`config.mk`:
```
export PLATFORM = sky130hd
export DESIGN_NAME = data_mem_ctrl
export DESIGN_NICKNAME = d
export VERILOG_FILES = /design/src/rtl/data_mem_ctrl.sv
export SDC_FILE = /design/constraint.sdc
export NUM_CORES = 1
export LEC_CHECK = 0
export ABC_CLOCK_PERIOD_IN_PS = 1800
export CAP_MARGIN = 20
export CORE_ASPECT_RATIO = 1.25
export CORE_MARGIN = 4
export CORE_UTILIZATION = 39
export DETAILED_ROUTE_END_ITERATION = 10
export PLACE_DENSITY = 0.82
export SYNTH_ARGS = -nofsm -noshare
export SYNTH_HDL_FRONTEND = slang
export SYNTH_SLANG_ARGS = --single-unit
```
`constraint.sdc`:
```
create_clock -name clk -period 1.8 [get_ports clk]
set_input_delay 0.18 -clock clk [delete_from_list [all_inputs] [get_ports clk]]
set_output_delay 0.18 -clock clk [all_outputs]
set_load 0.02 [all_outputs]
```
`src/rtl/data_mem_ctrl.sv`:
```
// Multi-cycle data-memory access stage: alignment check, big-endian lane steering and load extension.
// Optional bus-timeout abort is compiled in when DMEM_TIMEOUT_EN is defined.
module data_mem_ctrl #(
  parameter int TIMEOUT = 15
) (
  input  logic        clk,
  input  logic        reset,
  input  logic        start,
  input  logic        rw,
  input  logic [1:0]  size,
  input  logic        sign_ext,
  input  logic [31:0] addr,
  input  logic [31:0] wdata,
  output logic        busy,
  output logic        done,
  output logic        err,
  output logic [31:0] rdata,
  output logic        mem_cs,
  output logic        mem_wr,
  output logic [31:0] mem_addr,
  output logic [3:0]  mem_be,
  output logic [31:0] mem_wdata,
  input  logic [31:0] mem_rdata,
  input  logic        mem_ack
);

  if (TIMEOUT < 1) begin : g_bad_timeout
    $error("data_mem_ctrl: TIMEOUT must be at least 1");
  end

  typedef enum logic [1:0] {S_IDLE, S_CHECK, S_REQ, S_DONE} state_e;

  state_e      state_q, state_d;
  logic        rw_q, sext_q;
  logic        err_q, err_d;
  logic [1:0]  size_q, off_q;
  logic [31:0] rdata_q, rdata_d;
  logic [31:0] mem_addr_q, mem_wdata_q;
  logic [3:0]  mem_be_q;
  logic        accept, misaligned, timeout_hit;
  logic [3:0]  be_new;
  logic [31:0] wdata_new, load_val;
  logic [7:0]  rd_byte;
  logic [15:0] rd_half;

  assign accept = (state_q == S_IDLE) && start;

  // Lane steering is computed from the live inputs so it can be latched on the accepting edge.
  always_comb begin
    // NOTE: every combinational output gets a default first, so no path leaves it unassigned (no latch).
    be_new    = 4'b0000;
    wdata_new = wdata;
    case (size)
      2'b00: begin
        be_new    = 4'b1000 >> addr[1:0];
        wdata_new = {4{wdata[7:0]}};
      end
      2'b01: begin
        be_new    = addr[1] ? 4'b0011 : 4'b1100;
        wdata_new = {2{wdata[15:0]}};
      end
      2'b10:   be_new = 4'b1111;
      default: be_new = 4'b0000;
    endcase
  end

  always_comb begin
    case (size_q)
      2'b00:   misaligned = 1'b0;
      2'b01:   misaligned = off_q[0];
      2'b10:   misaligned = (off_q != 2'b00);
      default: misaligned = 1'b1;
    endcase
  end

  // Big-endian: byte offset 0 lives in bits 31:24.
  always_comb begin
    case (off_q)
      2'b00:   rd_byte = mem_rdata[31:24];
      2'b01:   rd_byte = mem_rdata[23:16];
      2'b10:   rd_byte = mem_rdata[15:8];
      default: rd_byte = mem_rdata[7:0];
    endcase
    rd_half = off_q[1] ? mem_rdata[15:0] : mem_rdata[31:16];
    case (size_q)
      2'b00:   load_val = {{24{sext_q & rd_byte[7]}}, rd_byte};
      2'b01:   load_val = {{16{sext_q & rd_half[15]}}, rd_half};
      default: load_val = mem_rdata;
    endcase
  end

`ifdef DMEM_TIMEOUT_EN
  localparam int TW = (TIMEOUT > 1) ? $clog2(TIMEOUT) : 1;
  logic [TW-1:0] timer_q;

  assign timeout_hit = (timer_q == TW'(TIMEOUT - 1));

  always_ff @(posedge clk or negedge reset) begin
    if (!reset)                                            timer_q <= '0;
    else if (state_q == S_CHECK)                           timer_q <= '0;
    else if (state_q == S_REQ && !mem_ack && !timeout_hit) timer_q <= timer_q + 1'b1;
  end
`else
  assign timeout_hit = 1'b0;
`endif

  always_comb begin
    state_d = state_q;
    err_d   = err_q;
    rdata_d = rdata_q;
    unique case (state_q)
      S_IDLE: if (start) begin
        state_d = S_CHECK;
        err_d   = 1'b0;
      end
      S_CHECK: begin
        state_d = misaligned ? S_DONE : S_REQ;
        err_d   = misaligned;
      end
      // An ack in the final timer cycle still completes cleanly.
      S_REQ: if (mem_ack) begin
        state_d = S_DONE;
        if (!rw_q) rdata_d = load_val;
      end else if (timeout_hit) begin
        state_d = S_DONE;
        err_d   = 1'b1;
      end
      S_DONE: state_d = S_IDLE;
    endcase
  end

  always_ff @(posedge clk or negedge reset) begin
    // NOTE: sequential state uses non-blocking assignments so every register samples pre-edge values.
    if (!reset) begin
      state_q     <= S_IDLE;
      err_q       <= 1'b0;
      rdata_q     <= '0;
      rw_q        <= 1'b0;
      sext_q      <= 1'b0;
      size_q      <= 2'b00;
      off_q       <= 2'b00;
      mem_addr_q  <= '0;
      mem_be_q    <= '0;
      mem_wdata_q <= '0;
    end else begin
      state_q <= state_d;
      err_q   <= err_d;
      rdata_q <= rdata_d;
      if (accept) begin
        rw_q        <= rw;
        sext_q      <= sign_ext;
        size_q      <= size;
        off_q       <= addr[1:0];
        mem_addr_q  <= {addr[31:2], 2'b00};
        mem_be_q    <= be_new;
        mem_wdata_q <= wdata_new;
      end
    end
  end

  assign busy      = (state_q != S_IDLE);
  assign done      = (state_q == S_DONE);
  assign err       = err_q;
  assign rdata     = rdata_q;
  assign mem_cs    = (state_q == S_REQ);
  assign mem_wr    = mem_cs & rw_q;
  assign mem_addr  = mem_addr_q;
  assign mem_be    = mem_be_q;
  assign mem_wdata = mem_wdata_q;

endmodule

```
==> results.toml <==
[placement]
routabilityCongestion = 0.900
hpwlAfterDp_um = 12100
io_buffers = 206
place.detailed.instances = 839

[worst_setup_path]
crit_path_end_kind = "primary output"
kind_of_launch_point_of_the_worst_setup_path = "register"
crit_path_max_incr_delay_ns = 0.44
path_class = "reg2out"
regToRegSetupSlack_ns = 0.10
rr_startpoint = "state_q[0]"
critical_path_cell_count = 4
worstPathRequired_ns = 1.62
critical_path.slowest_cell = "sky130_fd_sc_hd__dfrtp_2"
path_max_fanout = 5
arrival_ns = 1.55
worst_path_dominant_cell_family = "buffers and inverters"
worst-r2r-cell-count = 6
critPathMostFrequentCell = "sky130_fd_sc_hd__inv_1"
r2r_end = "state_q[0]"
cell_by_cell_trace_of_the_critical_path = "inv_1, ha_1, inv_1, clkdlybuf4s15_1"
crit_buf_inv = 3

[synth]
netlist.top_cell.by_area = "sky130_fd_sc_hd__dfrtp_1"
synth_top_cells_by_count = "sky130_fd_sc_hd__dfrtp_1, sky130_fd_sc_hd__nand2_1, sky130_fd_sc_hd__mux2_2"
ys_async_sr_fraction = 1.00
synthDominantCellAreaShare = 0.520
postSynthAreaPerCell_um2 = 10.9
syn_inst = 472
synth.distinct_cells = 43
yosysMostFrequentCell = "sky130_fd_sc_hd__dfrtp_1"
yosys_most_used_dff = "sky130_fd_sc_hd__dfrtp_1"
combined_area_of_all_synthesized_cells_um2 = 5150
postSynthRegisterBits = 107
synth.area.top_cells = "sky130_fd_sc_hd__dfrtp_1, sky130_fd_sc_hd__mux2_2, sky130_fd_sc_hd__mux2i_1"
number_of_enable_type_register_cells_in_the_synthesized_netlist = 0
synth.yosys.seq_area_share = 0.520
ys.warnings.count = 0

[sta]
grt_setup_unrepaired = "no"
drv_slew = 0
fin_crit_sh = 0.964
hold_viol_final = 0
post-route-min-period_ns = 1.73
max_freq_mhz = 576
fin_worst_skew_ns = 0.00634
finalSetupTns_ns = 0
setup_viol_count_final = 0
hold_ws_ns = 0.348

[cells_and_area]
layout-drive-gt1-share = 0.165
final_util = 0.616
multi_input_area_um2 = 2300
final_cell_count_no_fill = 857
syn_to_final_growth_pct = 53.4
layout.area.seq_um2 = 2680
fillers = 1036
final_net_count = 792
antenna-diode-count = 0

[die]
die_x_um = 111
design.core.area_um2 = 12800
die_area_um2 = 15100
initial_core_util = 0.402
row_count = 46
ios = 209
die_h_um = 137

[grt]
grt_pass1_wl_um = 24500
grt_start_max_net_pins = 47
grt-ovfl-total = 0
grt_util_all_layers = 0.203
first_global_vias = 4840
grt_antenna_before_repair = 0

[detailed_routing]
ant_nets = 0
drt-pass1-iter-count = 5
routed_wire_length_per_instance_um = 18.1
drtIter0Drc = 255
detail_route.vias_per_cell = 5.30
wl_um = 15500
detail_route.drc_violations = 0
total_number_of_vias = 4546

[job]
max_cap_violations = 0

[clocking]
clk_pin_slew_worst_paths_ns = 0.07
cts-buffers-inserted = 9
cts.root.buffer_cell = "sky130_fd_sc_hd__clkbuf_16"
worst_skew_pair.late_latency_ns = 0.34
ctsHtreeMaxLevel = 3
clock_sink_count = 107
clk_path_buf_depth = 2
tritoncts = "yes"

[status]
status = "finished clean"

[power]
leakagePower_nw = 3.34
power-per-cell-area_nw_per_um2 = 1790
peakVddDrop_mv = 0.999

[min_path]
timing.hold.worst.class = "in2async"
[placed cells by master (no fill, tap or decap), drive strengths merged, types with 3 or more instances in the layout]
cell type / Yosys / final
clkinv: 0 / 3
mux2: 50 / 50
nor2: 42 / 42
clkbuf: 25 / 11
a22o: 8 / 8
clkdlybuf4s50: 0 / 202
mux2i: 27 / 27
nor3: 5 / 5
o21ai: 38 / 38
o211a: 6 / 6
inv: 5 / 5
ha: 4 / 4
nand2: 53 / 53
buf: 10 / 29
o22ai: 8 / 8
nand3b: 7 / 7
a22oi: 7 / 7
a21oi: 47 / 47
dfrtp: 107 / 107
[worst reg2reg max path: stages, from the launching register on]
cell                       delay [ns]
sky130_fd_sc_hd__dfrtp_2         0.44
sky130_fd_sc_hd__inv_1           0.10
sky130_fd_sc_hd__ha_1            0.27
sky130_fd_sc_hd__nand2_4         0.17
sky130_fd_sc_hd__buf_4           0.21
sky130_fd_sc_hd__a21boi_0        0.12
sky130_fd_sc_hd__o31ai_1         0.26
[routing by layer]
layer	vias to the layer above	share of wire	track usage
met2	251	0.50	0.353
met5	-	0	0
met4	0	0.033	0.0815
met1	2167	0.35	0.217
met3	39	0.12	0.0920
li1	2089	-	-
[timing repair]
| item | CTS | global route |
|---|---|---|
| resized for setup | 3 | 5 |
| hold buffers | 1 | 0 |
| endpoints found under the setup margin | 3 | 12 |
| buffers inserted | 0 | 1 |
| pin swaps | 0 | 1 |
| hold endpoints to repair | 31 | 0 |
[where the power goes]
group / switching, mW / internal [mW] / leakage, nW / total, mW
clock network: 0.869 / 1.22 / 0.153 / 2.09
logic: 3.95 / 3.78 / 1.91 / 7.73
registers: 0.739 / 3.62 / 1.27 / 4.36
total: 5.55 / 8.63 / 3.34 / 14.2
[logic make-up (layout without fill, tap and decap cells)]
| family | count (synthesis) | count (layout) | synth area share |
|---|---|---|---|
| AO/OA/AOI/OAI | 125 | 125 | 0.167 |
| other | 1 | 2 | 0.000728 |
| buffers and inverters | 40 | 256 | 0.0364 |
| multiplexers | 77 | 77 | 0.162 |
| adder cells (fa/ha/maj) | 4 | 4 | 0.00971 |
| flip-flops | 107 | 107 | 0.520 |
| AND/OR/NAND/NOR | 118 | 118 | 0.105 |
[worst max-delay path by stage]
stage | to | from | slack, ns
2_1_floorplan | rdata[21] | state_q[0] | 0.03
3_3_place_gp | rdata[30] | mem_rdata[15] | 0.12
3_5_place_dp | rdata[16] | mem_rdata[31] | 0.08
4_1_cts | busy | state_q[0] | 0.03
5_1_grt | state_q[0] | state_q[1] | 0.004
6_report | busy | state_q[0] | 0.07
[sequential cells by signal, indices dropped and copies added, names as in the netlist]
name       count
err            1
mem_addr      30
mem_be         4
mem_wdata     32
off_q          2
rdata         32
rw_q           1
sext_q         1
size_q         2
state_q        2
[layout make-up]
type / count / area share
clock buffers: 10 / 0.0290
clock inverters: 6 / 0.0114
inverters: 5 / 0.00237
multi-input cells: 326 / 0.291
flip-flops and latches: 107 / 0.339
well taps: 168 / 0.0266
repair buffers: 235 / 0.301
[metrics by stage]
stage	power, mW	worst slack, ns	instance area [um^2]
after floorplan	8.54	0.0308	5160
after global placement	11.9	0.122	7570
after detailed placement	12.2	0.0788	7570
after CTS	14.3	0.0270	7890
after global routing	15.0	0.00361	7900
final	14.2	0.0650	7900
Power figures use the tool's default switching activity.
